<file path="src/rtl/irq_ctrl.sv">
// Fixed-priority, non-nesting interrupt controller: one request is latched,
// handed to the core, serviced, and acknowledged back to the device on mret.
module irq_ctrl #(
  parameter int unsigned N_IRQ = 16
) (
  input  logic             clk_i,
  input  logic             rst_i,
  input  logic [N_IRQ-1:0] irq_req_i,
  input  logic [31:0]      mie_i,
  input  logic             int_ack_i,
  input  logic             mret_i,
  output logic             int_o,
  output logic [31:0]      mcause_o,
  output logic [N_IRQ-1:0] irq_ret_o,
  output logic             busy_o
);

  localparam int unsigned IDX_W = (N_IRQ > 1) ? $clog2(N_IRQ) : 1;

  typedef enum logic [1:0] {
    IDLE    = 2'd0,
    PENDING = 2'd1,
    SERVICE = 2'd2,
    RET     = 2'd3
  } state_e;

  state_e             state_q, state_d;
  logic [IDX_W-1:0]   idx_q, idx_d;
  logic               int_q, int_d;
  logic [31:0]        mcause_q, mcause_d;
  logic [N_IRQ-1:0]   irq_ret_q, irq_ret_d;
  logic               busy_q, busy_d;

  logic [N_IRQ-1:0]   elig_c;
  logic [IDX_W-1:0]   win_c;
  logic               any_c;

  // Only the enable bits for implemented lines matter; the rest are read here
  // so the full CSR can be wired in unchanged.
  logic unused_mie;
  assign unused_mie = &{1'b0, mie_i};

  // Eligible lines and the lowest-index winner (line 0 has highest priority).
  always_comb begin
    elig_c = irq_req_i & mie_i[16 +: N_IRQ];
    any_c  = |elig_c;
    win_c  = '0;
    for (int k = int'(N_IRQ) - 1; k >= 0; k--) begin
      if (elig_c[k]) begin
        win_c = IDX_W'(k);
      end
    end
  end

  // Next-state and registered-output computation.
  always_comb begin
    state_d   = state_q;
    idx_d     = idx_q;
    mcause_d  = mcause_q;
    int_d     = 1'b0;
    irq_ret_d = '0;

    case (state_q)
      IDLE: begin
        if (any_c) begin
          state_d  = PENDING;
          idx_d    = win_c;
          mcause_d = 32'h8000_0010 + 32'(win_c);
          int_d    = 1'b1;
        end
      end
      PENDING: begin
        if (int_ack_i) begin
          state_d = SERVICE;
        end else begin
          int_d = 1'b1;
        end
      end
      SERVICE: begin
        if (mret_i) begin
          state_d   = RET;
          irq_ret_d = N_IRQ'(1) << idx_q;
        end
      end
      RET: begin
        state_d = IDLE;
      end
      default: begin
        state_d = IDLE;
      end
    endcase

    busy_d = (state_d != IDLE);
  end

  // State and output registers, cleared asynchronously.
  always_ff @(posedge clk_i or negedge rst_i) begin
    if (!rst_i) begin
      state_q   <= IDLE;
      idx_q     <= '0;
      int_q     <= 1'b0;
      mcause_q  <= 32'h0;
      irq_ret_q <= '0;
      busy_q    <= 1'b0;
    end else begin
      state_q   <= state_d;
      idx_q     <= idx_d;
      int_q     <= int_d;
      mcause_q  <= mcause_d;
      irq_ret_q <= irq_ret_d;
      busy_q    <= busy_d;
    end
  end

  assign int_o     = int_q;
  assign mcause_o  = mcause_q;
  assign irq_ret_o = irq_ret_q;
  assign busy_o    = busy_q;

endmodule

</file>
<file path="config.mk">
export PLATFORM = sky130hd
export DESIGN_NAME = irq_ctrl
export DESIGN_NICKNAME = d
export VERILOG_FILES = /design/src/rtl/irq_ctrl.sv
export SDC_FILE = /design/constraint.sdc
export NUM_CORES = 1
export LEC_CHECK = 0
export BUFFER_PORTS_ARGS = -buffer_cell sky130_fd_sc_hd__buf_2
export CAP_MARGIN = 20
export CELL_PAD_IN_SITES_DETAIL_PLACEMENT = 1
export CELL_PAD_IN_SITES_GLOBAL_PLACEMENT = 2
export CORE_MARGIN = 4
export CORE_UTILIZATION = 21
export DETAILED_ROUTE_END_ITERATION = 10
export PLACE_DENSITY = 0.74
export SLEW_MARGIN = 20
export SYNTH_ARGS = -nofsm -noshare
export SYNTH_HDL_FRONTEND = slang
export SYNTH_SLANG_ARGS = --single-unit
</file>
<file path="constraint.sdc">
create_clock -name clk_i -period 1.3 [get_ports clk_i]
set_input_delay 0.065 -clock clk_i [delete_from_list [all_inputs] [get_ports clk_i]]
set_output_delay 0.065 -clock clk_i [all_outputs]
set_load 0.02 [all_outputs]
</file>
==> metrics.cfg <==
[detailed_routing]
vias_per_cell = 4.049
via_count = 1150
post_route_ant_nets = 0
drt-total-wl_um = 3420
drt-initial-drc-count = 14
drt_pass_1_iters = 3
route.detailed.wl_per_inst_um = 12.04
drc = 0

[sta]
maxClockFrequency_mhz = 827.2
fin_hold_ws_ns = 0.1250
min_period_over_period_pct = 92.99
timing_max_transition_violations_final = 0
post-route-min-period_ns = 1.209
setup-violations-final = 0
fin_worst_skew_ns = 0.008490
hold_violation_count_in_the_final_report = 0
slew_headroom_pct = 63.13
post-route-worst-setup-slack_ns = 0.09117
worst_pin_slew_ns = 0.5530

[synthesis]
yosys_warnings = 0
synth_cell_type_count = 30
post_synth_inst_count = 139
yosys_most_used_dff = dfrtp_1
netlist_area_um2 = 1398
postSynthRegisterBits = 25
synth_area_leaders = dfrtp_1 (45%), buf_4 (15%), a22oi_4 (6.1%), nand2_1 (4.6%), nor2_1 (3.8%)
asyncSetResetFlopFracSynth_pct = 100.0
syn-mean-instance-area_um2 = 10.05
synthDominantCellAreaShare_pct = 44.76
synth-edff-count = 0
yosysTopAreaCell = dfrtp_1
proportion_of_synthesized_chip_area_in_sequential_cells_pct = 44.76

[cts]
worst_case_clock_buffer_depth = 2
tritoncts = built
clk_root_buffer_cell = clkbuf_8
clock_latency_ns = 0.27
tritoncts_num_sinks = 25
htree_num_levels = 1
postCtsSetupBuffers = 0
clk_pin_slew_worst_paths_ns = 0.09
cts_made_buffers = 3

[worst_hold_path]
worstHoldPathType = input port to flip-flop
timing.hold.worst.start = mie_i[16]
timing.hold.worst_path_depth = 4
hold-path-endpoint = idx_q[1]$_DFFE_PN0P_

[global_route]
gr-usage-met3_pct = 1.642
number_of_global_route_vias_before_repair = 1170
grt_antenna_before_repair = 0
global_route.usage.total_pct = 8.385
grt_busiest_layer = met2
first_pass_grt_wire_length_um = 5382
global_route.usage.met2_pct = 13.50
largest_net_degree_at_the_start_of_global_routing = 26
grt_util_met1_pct = 11.56
globalRoute.totalOverflow = 0

[setup_path]
worst_r2r_endpoint = irq_ret_o[7]$_DFF_PN0_
setup.worst_path.class = flip-flop to flip-flop
worst_path_arrival_time_ns = 1.40
setup.worst_path.end_class = flip-flop
reg2reg_depth = 6
reg2reg_slack_ns = 0.09
worstReg2RegStart = state_q[1]$_DFF_PN0_
startpoint_type = flip-flop
crit_path_max_fanout = 4
worstSetupStartpoint = state_q[1]$_DFF_PN0_
cp_required_ns = 1.49

[power_and_ir_drop]
intPower_mw = 1.512
power_per_cell_area_nw_per_um2 = 1380
power_leakage_nw = 0.9657
sw_frac_of_total_pct = 39.92
p_sw_mw = 1.005
clock_network_power_share_pct = 18.5
power.ir.vdd_worst_mv = 0.4222
sequentialPowerShare_pct = 41.9
combinational_group_share_of_total_power_pct = 39.7

[floorplanning]
core-area_um2 = 6422
chipWidth_um = 89.58
boundaryPins = 102
placement_rows = 29
die_area_um2 = 8025
die_height_um = 89.58
floorplan.initialDensity_pct = 21.76

[cells_and_area]
area_occupied_by_multi_input_gates_um2 = 685.7
diodes = 0
layout-area-overhead-vs-synth_pct = 30.53
seq_area_um2 = 625.6
num-fill-cells = 761
drive_gt1_share_pct = 42.51
finish.instance_area_um2 = 1824
nNetsFinal = 260
layout.core_utilization_pct = 28.40

[placed_design]
place_hpwl_um = 2948
placer_congestion = 0.6974
place.port_buffers = 59
place_area_um2 = 1722
dp_worst_setup_slack_ns = 0.02778

[flow_run]
max-cap-violations = 0

[status]
status = completed

[per-layer routing]
metal	routed length, µm	up-vias
li1	-	561
met5	0	-
met3	327	2
met2	1591	59
met1	1493	528
met4	8	0
[how the worst max path moves through the flow]
stage                             endpoint  slack [ns]  depth (start not counted)
floorplan             idx_q[2]$_DFFE_PN0P_        0.14                          4
global placement      idx_q[1]$_DFFE_PN0P_        0.04                          6
detailed placement    idx_q[2]$_DFFE_PN0P_        0.03                          4
CTS                   idx_q[2]$_DFFE_PN0P_        0.01                          4
global route        irq_ret_o[7]$_DFF_PN0_       -0.02                          6
finish              irq_ret_o[7]$_DFF_PN0_        0.09                          6
[power by group through the flow]
| stage | Combinational [mW] | Sequential (mW) | Clock (mW) |
|---|---|---|---|
| after global routing | 1.12 | 1.08 | 0.512 |
| after global placement | 0.960 | 1.04 | 0 |
| after detailed placement | 0.971 | 1.05 | 0 |
| after floorplan | 0.539 | 1.15 | 0 |
| after CTS | 0.984 | 1.03 | 0.485 |
| final | 0.999 | 1.05 | 0.464 |
[cell usage after synthesis (3+ instances only)]
master,n
o21ai_0,3
nand2_1,17
a21oi_1,7
nand3_1,5
a22oi_4,4
nor3_1,4
buf_4,27
nand2b_1,6
a22oi_2,4
nor2_1,14
dfrtp_1,25
[registers in the layout (all words and copies together) (netlist names)]
signal / count
mcause_o: 2
busy_o: 1
irq_ret_o: 16
idx_q: 3
int_o: 1
state_q: 2
[area by class of cell]
type / instances / share of cell area (%)
multi-input combinational: 109 / 37.59
sequential: 25 / 34.29
timing repair buffer: 67 / 19.75
tap: 77 / 5.281
clock buffer: 3 / 2.263
clock inverter: 1 / 0.4115
inverter: 2 / 0.4115
[logic make-up (layout without fill, tap and decap cells)]
logic type / after synthesis / after routing / synth area share, %
and+or+nand+nor: 54 / 54 / 19.43
AOI/OAI and AO/OA: 29 / 29 / 20.23
DFF: 25 / 25 / 44.76
buffers and inverters: 30 / 73 / 15.31
other: 1 / 26 / 0.2683
[layout by cell type, fill, tap and decap left out, types with 2 or more instances in the layout]
| cell type | instances |
|---|---|
| dlygate4sd3_1 | 2 |
| a22oi_4 | 4 |
| nor3_1 | 2 |
| nand3_1 | 5 |
| a22oi_2 | 4 |
| nand2_1 | 16 |
| nand2b_1 | 6 |
| inv_1 | 2 |
| nor2_1 | 13 |
| conb_1 | 26 |
| buf_4 | 6 |
| o21ai_0 | 3 |
| buf_2 | 59 |
| o31ai_1 | 2 |
| dfrtp_1 | 25 |
| nor3_2 | 2 |
| a21oi_1 | 7 |
| clkbuf_8 | 3 |
| and2_1 | 2 |
[metrics by stage]
step	power, mW	TNS (ns)	instances
2_1_floorplan	1.690	0	164
3_3_place_gp	2.002	0	278
3_5_place_dp	2.018	0	278
4_1_cts	2.500	0	284
5_1_grt	2.705	-0.02162	284
6_report	2.517	0	284
[repair_timing]
| action | in CTS | in global routing |
|---|---|---|
| resized for setup | 0 | 8 |
| hold endpoints to repair | 26 | 0 |
| endpoints found under the setup margin | 0 | 8 |
| hold buffers | 2 | 0 |
[critical path, cell delays in order (launching register included)]
cell and delay, ns:
dfrtp_1 0.42, nor2b_4 0.17, nand2_1 0.07, buf_4 0.13, nor2_1 0.11, nand2_2 0.11, nor2_1 0.12
(Power assumes the default switching activity.)
